--- src/rtl/updown_pkg.sv ---
// Shared types for the up/down auto-repeat counter: FSM states and direction codes.
package updown_pkg;

    typedef enum logic [1:0] {
        IDLE   = 2'd0,
        FIRST  = 2'd1,
        REPEAT = 2'd2
    } state_e;

    localparam logic DIR_UP   = 1'b1;
    localparam logic DIR_DOWN = 1'b0;

endpackage

--- src/rtl/repeat_step_gen.sv ---
// Typematic step request generator: one step on press, one after the hold
// delay, then one per repeat interval for as long as the same direction is held.
module repeat_step_gen
    import updown_pkg::*;
#(
    parameter int DLY_W = 32
) (
    input  logic             clk,
    input  logic             rst,
    input  logic             up,
    input  logic             down,
    input  logic [DLY_W-1:0] hold_dly,
    input  logic [DLY_W-1:0] rpt_dly,
    input  logic             clear,
    output logic             step_req,
    output logic             step_dir
);

    state_e             state_q, state_d;
    logic [DLY_W-1:0]   timer_q, timer_d;
    logic               dir_q, dir_d;
    logic               req_s;
    logic               held_same_s;
    logic               hold_due_s;
    logic               rpt_due_s;

    // Exactly one of up/down is a request; both pressed cancels.
    assign req_s       = up ^ down;
    assign held_same_s = req_s && (up == dir_q);
    // Delay inputs are compared live, so lowering one fires immediately.
    assign hold_due_s  = (timer_q >= hold_dly);
    assign rpt_due_s   = (timer_q >= rpt_dly);

    // State, timer and latched direction registers.
    always_ff @(posedge clk) begin
        if (rst) begin
            state_q <= IDLE;
            timer_q <= {DLY_W{1'b0}};
            dir_q   <= DIR_DOWN;
        end else begin
            state_q <= state_d;
            timer_q <= timer_d;
            dir_q   <= dir_d;
        end
    end

    // Next-state, timer and direction logic.
    always_comb begin
        state_d = state_q;
        timer_d = timer_q;
        dir_d   = dir_q;
        if (clear) begin
            state_d = IDLE;
            timer_d = {DLY_W{1'b0}};
        end else begin
            case (state_q)
                IDLE: begin
                    if (req_s) begin
                        state_d = FIRST;
                        timer_d = {DLY_W{1'b0}};
                        dir_d   = up;
                    end else begin
                        state_d = IDLE;
                    end
                end
                FIRST: begin
                    if (!held_same_s) begin
                        // Release, both pressed or reversal: restart from IDLE.
                        state_d = IDLE;
                        timer_d = {DLY_W{1'b0}};
                    end else if (hold_due_s) begin
                        state_d = REPEAT;
                        timer_d = {DLY_W{1'b0}};
                    end else begin
                        timer_d = timer_q + DLY_W'(1);
                    end
                end
                REPEAT: begin
                    if (!held_same_s) begin
                        state_d = IDLE;
                        timer_d = {DLY_W{1'b0}};
                    end else if (rpt_due_s) begin
                        timer_d = {DLY_W{1'b0}};
                    end else begin
                        timer_d = timer_q + DLY_W'(1);
                    end
                end
                default: begin
                    state_d = IDLE;
                    timer_d = {DLY_W{1'b0}};
                end
            endcase
        end
    end

    // Step request decode; the top applies it on the same clock edge.
    always_comb begin
        step_req = 1'b0;
        step_dir = dir_q;
        if (clear) begin
            step_req = 1'b0;
        end else begin
            case (state_q)
                IDLE: begin
                    if (req_s) begin
                        step_req = 1'b1;
                        step_dir = up;
                    end else begin
                        step_req = 1'b0;
                    end
                end
                FIRST: begin
                    if (held_same_s && hold_due_s) begin
                        step_req = 1'b1;
                    end else begin
                        step_req = 1'b0;
                    end
                end
                REPEAT: begin
                    if (held_same_s && rpt_due_s) begin
                        step_req = 1'b1;
                    end else begin
                        step_req = 1'b0;
                    end
                end
                default: begin
                    step_req = 1'b0;
                end
            endcase
        end
    end

endmodule

--- src/rtl/updown_repeat_counter.sv ---
// Bounded up/down counter with typematic auto-repeat, wrap/saturate modes and
// synchronous load. Timing comes from repeat_step_gen; this level owns the value.
module updown_repeat_counter
    import updown_pkg::*;
#(
    parameter int               WIDTH   = 16,
    parameter int               DLY_W   = 32,
    parameter logic [WIDTH-1:0] RST_VAL = '0
) (
    input  logic             clk,
    input  logic             rst,
    input  logic             up,
    input  logic             down,
    input  logic [DLY_W-1:0] hold_dly,
    input  logic [DLY_W-1:0] rpt_dly,
    input  logic [WIDTH-1:0] min_val,
    input  logic [WIDTH-1:0] max_val,
    input  logic             wrap_mode,
    input  logic             load,
    input  logic [WIDTH-1:0] load_val,
    output logic [WIDTH-1:0] count,
    output logic             step,
    output logic             wrapped,
    output logic             dir,
    output logic             at_max,
    output logic             at_min
);

    logic [WIDTH-1:0] count_q, count_d;
    logic             step_q;
    logic             wrapped_q;
    logic             dir_q;
    logic             step_req_s;
    logic             step_dir_s;
    logic             wrap_evt_s;
    logic             changed_s;

    repeat_step_gen #(
        .DLY_W (DLY_W)
    ) u_step_gen (
        .clk      (clk),
        .rst      (rst),
        .up       (up),
        .down     (down),
        .hold_dly (hold_dly),
        .rpt_dly  (rpt_dly),
        .clear    (load),
        .step_req (step_req_s),
        .step_dir (step_dir_s)
    );

    // Bounded step: compare against the bound before +/-1 so WIDTH never overflows.
    always_comb begin
        count_d    = count_q;
        wrap_evt_s = 1'b0;
        if (step_dir_s == DIR_UP) begin
            if (count_q < max_val) begin
                count_d = count_q + WIDTH'(1);
            end else if (wrap_mode) begin
                count_d    = min_val;
                wrap_evt_s = 1'b1;
            end else begin
                count_d = max_val;
            end
        end else begin
            if (count_q > min_val) begin
                count_d = count_q - WIDTH'(1);
            end else if (wrap_mode) begin
                count_d    = max_val;
                wrap_evt_s = 1'b1;
            end else begin
                count_d = min_val;
            end
        end
    end

    // A saturated step leaves the value alone and must not pulse step.
    assign changed_s = (count_d != count_q);

    // Count value, output pulses and last accepted direction.
    always_ff @(posedge clk) begin
        if (rst) begin
            count_q   <= RST_VAL;
            step_q    <= 1'b0;
            wrapped_q <= 1'b0;
            dir_q     <= DIR_DOWN;
        end else if (load) begin
            count_q   <= load_val;
            step_q    <= 1'b0;
            wrapped_q <= 1'b0;
        end else if (step_req_s) begin
            count_q   <= count_d;
            step_q    <= changed_s;
            wrapped_q <= wrap_evt_s && changed_s;
            dir_q     <= step_dir_s;
        end else begin
            step_q    <= 1'b0;
            wrapped_q <= 1'b0;
        end
    end

    assign count   = count_q;
    assign step    = step_q;
    assign wrapped = wrapped_q;
    assign dir     = dir_q;
    assign at_max  = (count_q >= max_val);
    assign at_min  = (count_q <= min_val);

endmodule

--- config.mk ---
export PLATFORM = sky130hd
export DESIGN_NAME = updown_repeat_counter
export DESIGN_NICKNAME = d
export VERILOG_FILES = /design/src/rtl/updown_pkg.sv /design/src/rtl/repeat_step_gen.sv /design/src/rtl/updown_repeat_counter.sv
export SDC_FILE = /design/constraint.sdc
export NUM_CORES = 1
export LEC_CHECK = 0
export CORE_AREA = 2 2 172 174
export CTS_CLUSTER_DIAMETER = 40
export CTS_CLUSTER_SIZE = 14
export DETAILED_ROUTE_END_ITERATION = 12
export DIE_AREA = 0 0 174 176
export DONT_BUFFER_PORTS = 1
export PLACE_DENSITY_LB_ADDON = 0.1
export SLEW_MARGIN = 20
export SYNTH_ARGS = -nofsm -noshare
export SYNTH_HDL_FRONTEND = slang
export SYNTH_HIERARCHICAL = 1
export SYNTH_SLANG_ARGS = --single-unit
--- constraint.sdc ---
create_clock -name clk -period 4.7 [get_ports clk]
set_clock_uncertainty 0.2 [all_clocks]
set_input_delay 0.705 -clock clk [delete_from_list [all_inputs] [get_ports clk]]
set_output_delay 0.705 -clock clk [all_outputs]
set_load 0.01 [all_outputs]
== Word level (Yosys, flattened, before mapping) ==
Index checks and enable logic that the tools add are counted.
Storage, ports and cells
  bits in registers: 54
  latch bits: 0
  RAM bits: 0
  memory bits (read-only): 0
  bits of input ports: 118
  logic and storage cells: 66
  memories: 0
Operators by class
  add/subtract/negate cells: 3
  multiply operators: 0
  div/mod/pow operators: 0
  order comparisons: 6
  equality and inequality tests: 7
  shifts and indexed selects: 0
  multiplexer cells: 30
  bitwise logic cells: 3
  reduce and logical (&&, ||, !) cells: 10
Operators with widths (number)
  $mux 32: 5
  $mux 16: 7
  $pmux 32 s3: 1
  $ge 32x32->1: 2
  $add 32x1->32 const B: 1
  $add 16x1->16 const B: 1
  $ge 16x16->1: 1
  $gt 16x16->1: 1
  $le 16x16->1: 1
  $lt 16x16->1: 1
  $ne 16x16->1: 1
  $sub 16x1->16 const B: 1
  $mux 1: 12
  $mux 2: 3
  $pmux 2 s3: 1
  $logic_and 1x1->1: 4
  $reduce_and 2->1: 2
  $ne 3x3->1 const B: 1
  $pmux 1 s3: 1
  $reduce_or 3->1: 1
  $eq 2x1->1 const B: 1
  $eq 2x2->1 const B: 1
  $logic_not 2->1: 1
  $ne 2x1->1 const B: 1
  6 further kinds: 7

== Longest topological paths before layout ==
  depth in word-level cells: 8
  mapped depth: 15

== By module ==
Netlist, hierarchy kept.
By module, submodules not included
  updown_repeat_counter: times used 1, cells each 520, area each 3703.6 µm², sequential area each 380.4 µm²
  repeat_step_gen: times used 1, cells each 433, area each 3372.0 µm², sequential area each 700.7 µm²

== Worst setup path before layout ==
Ideal clock, no wire load.
  path type: input port to flip-flop
  from: input hold_dly[11]
  to: register count_q[12], in the netlist count[12]
  library setup time: 128 ps
  arrival: 3721 ps
  data required time: 4372 ps
  slack: 651 ps
  cell stages on the path: 15
  buffers on the path: 2
  path through: inv_1 > ha_1 > nand2_1 > o21ai_0 > or3b_1 > a31oi_2 > nor2_1 > a211oi_1 > a21oi_1 > nor3_1 > dlygate4sd3_1 > clkbuf_1 > a311oi_1 > a21oi_1 > nor2_1
On the way
  cells in the longest elaborated chain, start to end: 6
Ends and longest elaborated chain
  start: declaration: RTL line updown_repeat_counter.sv:14  | input logic [DLY_W-1:0] hold_dly,
  $ge 32x32->1: RTL line repeat_step_gen.sv:31  | assign hold_due_s = (timer_q >= hold_dly);
  $logic_and 1x1->1: RTL line repeat_step_gen.sv:113  | if (held_same_s && hold_due_s) begin
  $mux 1: RTL line repeat_step_gen.sv:113
  $pmux 1 s3: RTL line repeat_step_gen.sv:103  | case (state_q)
  $mux 1: RTL line repeat_step_gen.sv:100  | if (clear) begin
  named net step_req_s: RTL line updown_repeat_counter.sv:33  | logic step_req_s;
  $reduce_bool 2->1 (no source line)
  end signal: assignment: RTL line updown_repeat_counter.sv:88  | count_q <= load_val;
  end signal: assignment: RTL line updown_repeat_counter.sv:92  | count_q <= count_d;
  end: declaration: RTL line updown_repeat_counter.sv:29  | logic [WIDTH-1:0] count_q, count_d;
The timed path passes the listed nets, and every way through them passes these cells.
A chain may end at the register's enable or synchronous reset.

== Final worst setup path ==
  from: register count_q[1], in the netlist count[1]
  to: register step_q, in the netlist step
On the way
  cells in the longest elaborated chain, start to end: 4
Ends and longest elaborated chain
  $sub 16x1->16 (tied with other cells): RTL line updown_repeat_counter.sv:67  | count_d = count_q - WIDTH'(1);
  $mux 16 (on tied branches): RTL line updown_repeat_counter.sv:66, updown_repeat_counter.sv:57
  $mux 16: RTL line updown_repeat_counter.sv:56  | if (step_dir_s == DIR_UP) begin
  $ne 16x16->1 (*): RTL line updown_repeat_counter.sv:78  | assign changed_s = (count_d != count_q);
  end signal: assignment: RTL line updown_repeat_counter.sv:93  | step_q <= changed_s;
  end: declaration: RTL line updown_repeat_counter.sv:30  | logic step_q;
Every way passes the cells marked *; elsewhere a longest branch is shown, timed or not.

==> run summary <==
=================================================================================
Post-synthesis cell count ..........................................          953
Total negative setup slack .........................................         0 ps
Worst skew pair latency ............................................       310 ps
Total Die Area .....................................................    30600 µm²
Number of max-cap violations .......................................            0
Final standard cell utilization of the core ........................        26.8%
Startpoint type of the worst setup path ............................     register
I/O pins ...........................................................          139
Number of instances resized during post-cts repair .................            0
Hold-critical path depth ...........................................            1
Share of cells above drive strength 1 ..............................        6.16%
Critical Setup Path Class .......................................... register to register
Aggregate global routing overflow ..................................            0
First-pass GRT wire length .........................................     39300 µm
Routability congestion estimate ....................................        0.812
Drc violations .....................................................            0
Port bufs ..........................................................            0
Crit Reg-Reg Endpoint .............................................. step$_SDFF_PP0_
Maximum fanout count along the critical path .......................           33
Number of antenna violations at the first check in global routing ..            1
Synth unique cells .................................................           85
Total Wirelength ...................................................     25400 µm
Worst vdd ir .......................................................     0.114 mV
Number of endpoints failing setup at the final stage ...............            0
Number of cell rows ................................................           62
Synth async-reset ratio ............................................           0%
Fmax achieved ......................................................      266 MHz
Number of cells traversed by the worst register-to-register path ...           11
Synthesized cell area ..............................................     7080 µm²
Setup repair after global routing missed its margin ................        false
Number of pins exceeding their max-slew limit in the final report ..            0
Worst-case clock buffer depth ......................................            2
Minimum clock period after layout ..................................      3760 ps
Final routed wire length divided by cell count .....................      19.2 µm
Slew at the pin closest to its max-slew limit ......................       729 ps
Sequential-to-total area share from yosys stat .....................        15.3%
Primary FF master, synth ...........................................      dfxtp_1
HP Start ...........................................................          rst
Part of the cycle the worst path needs .............................        80.0%
H-Tree Level Count .................................................            2
Leak Pwr ...........................................................      3.38 nW
Power density over cell area .......................................   190 nW/µm²
DRC marker count from the first detailed-route iteration ...........          308
Die W ..............................................................       174 µm
Register-to-register path setup slack ..............................       940 ps
Endpoint class of the critical path ................................     register
Post-CTS repair timing setup buffer count ..........................            0
Synthesized netlist net count ......................................         1174
Required time worst endpoint .......................................      4680 ps
All-layer global routing usage .....................................        16.5%
Number of vias per cell after detailed routing .....................         5.01
Area of the placeable core .........................................    28500 µm²
Area added between synthesis and finish ............................        8.10%
Maximum number of pins on one net before global-route repair .......           40
Length of the first detailed-routing pass in iterations ............            4
Post-DRT Antenna Nets ..............................................            0
Slew headroom ......................................................        51.2%
Dominant cell type by area after synthesis .........................         ha_1
Avg Cell Area, Syn .................................................     7.42 µm²
CTS tree ...........................................................         done
Total of flip-flops plus latches after synthesis ...................           54
Hold Crit Class .................................................... primary input to register
Portion of synthesized cell area occupied by the leading cell type .        18.2%
Number of enable-type register cells in the synthesized netlist ....            0
Biggest area contributors in the synthesized netlist ............... ha_1 18%, dfxtp_1 15%, inv_1 5.6%, mux2i_1 4.8%, a21oi_1 4.5%
Hold endpoint ...................................................... count[0]$_SDFFE_PP0P_
Die Ht .............................................................       176 µm
Clock Sink Count ...................................................           54
R2r startpoint ..................................................... count[1]$_SDFFE_PP0P_
Vias in the first global route .....................................         6646
Yosys Warn Count ...................................................            6
Total via count after detailed routing .............................         6646
Arrival time at the worst endpoint .................................      3740 ps
Number of buffers inserted during clock tree synthesis .............            5
HPWL Detailed ......................................................     20600 µm
Final Hold Violating Endpoints .....................................            0
Starting density of the core .......................................        24.8%
# nets final .......................................................         1161
Cell at the root of the clock tree .................................    clkbuf_16
Reg clk slew, reported paths .......................................        80 ps
Count of hold buffers inserted by post-cts repair ..................            0
Outcome ............................................................ finished clean
=================================================================================
-- how the worst max path moves through the flow --
stage                                   startpoint                      to  slack (ps)
2_1_floorplan                         hold_dly[11]  count[12]$_SDFFE_PP0P_         650
3_3_place_gp                           rpt_dly[30]        dir$_SDFFE_PP0P_         570
3_5_place_dp                           rpt_dly[30]        dir$_SDFFE_PP0P_         530
4_1_cts        u_step_gen/timer_q[29]$_SDFFE_PP0P_        dir$_SDFFE_PP0P_         840
5_1_grt                      count[1]$_SDFFE_PP0P_         step$_SDFF_PP0_         670
6_report                     count[1]$_SDFFE_PP0P_         step$_SDFF_PP0_         940
-- metrics by stage --
stage	instance area (µm²)	hold slack, ps	total power [mW]	setup slack (ps)	cells
final	7650	259	1.45	941	1326
after global routing	7650	246	1.55	670	1325
after CTS	7650	256	1.48	842	1325
after detailed placement	7490	312	1.06	525	1317
after global placement	7490	314	1.07	568	1317
after floorplan	7080	279	0.917	651	953
-- area by class of cell --
| type | instances | area [µm²] |
|---|---|---|
| antenna | 1 | 2.50 |
| clock inverter | 3 | 26.3 |
| sequential | 54 | 1080 |
| multi-input combinational | 748 | 5340 |
| timing repair buffer | 23 | 185 |
| fill | 3206 | 20900 |
| clock buffer | 5 | 125 |
| tap | 384 | 480 |
| inverter | 108 | 405 |
-- layer usage --
metal | wire length, µm | vias up | track usage (%)
met5 | 0 | - | 0
met4 | 331 | 0 | 3.29
met3 | 1210 | 15 | 2.91
met2 | 12200 | 142 | 29.2
met1 | 11600 | 3092 | 21.2
li1 | - | 3397 | -
-- logic make-up after synthesis --
group / Yosys count / synth area share (%)
compound gates: 220 / 20.7
xor+xnor: 58 / 7.18
fa+ha+maj: 103 / 18.2
buf+inv: 151 / 9.34
flops: 54 / 15.3
mux: 40 / 5.82
simple gates: 327 / 23.5
-- flip-flops by register name, indices dropped and copies added (netlist names) --
| name | flops |
|---|---|
| u_step_gen/timer_q | 32 |
| dir | 1 |
| step | 1 |
| u_step_gen/state_q | 2 |
| wrapped | 1 |
| u_step_gen/dir_q | 1 |
| count | 16 |
-- worst max-delay path: stages (launching register included) --
cell	delay, ps
dfxtp_1	690
ha_1	350
nor2b_1	130
o21ai_0	150
a21boi_0	130
o31a_2	310
inv_2	510
o211a_1	320
a211oi_1	80
or3_1	340
a221oi_2	290
a21oi_1	110
-- cells in the mapped netlist, types with 9 or more instances --
cell type  number
nand3_1        30
nand2_1        84
ha_1          103
nor3_1         25
o21ai_0        41
nand4_1        29
nor2_1         82
a21oi_1        63
nor4_1         13
a21o_1         11
xnor2_1        31
inv_1         106
clkbuf_1       19
nor2b_1         9
xor2_1         27
dfxtp_1        54
a311oi_1       11
a211oi_1       11
mux2i_1        34
o211ai_1       18
-- layout by cell type, fill, tap and decap left out, types with 6 or more instances in the layout --
cell type and instances:
nand3_1 30, xor2_1 27, nand4_1 29, dfxtp_1 54
nor2b_1 9, a311oi_1 11, mux2i_1 34, nor3_1 24
a31oi_1 6, buf_4 22, nor2_1 82, a211oi_1 11
a21oi_1 63, and4_1 6, inv_1 106, and3_1 8
o21ai_0 40, a21o_1 11, o211ai_1 18, xnor2_1 31
or3_1 7, nand2_1 84, ha_1 103, nor4_1 13
-- report_power, final --
group          total (mW)  switching, mW  leakage [nW]  internal, mW
registers           0.495         0.0252         0.439         0.470
logic               0.550          0.337          2.86         0.212
clock network       0.408          0.203        0.0752         0.205
total                1.45          0.566          3.38         0.887
Note: power is estimated with default switching activity, not from simulation.
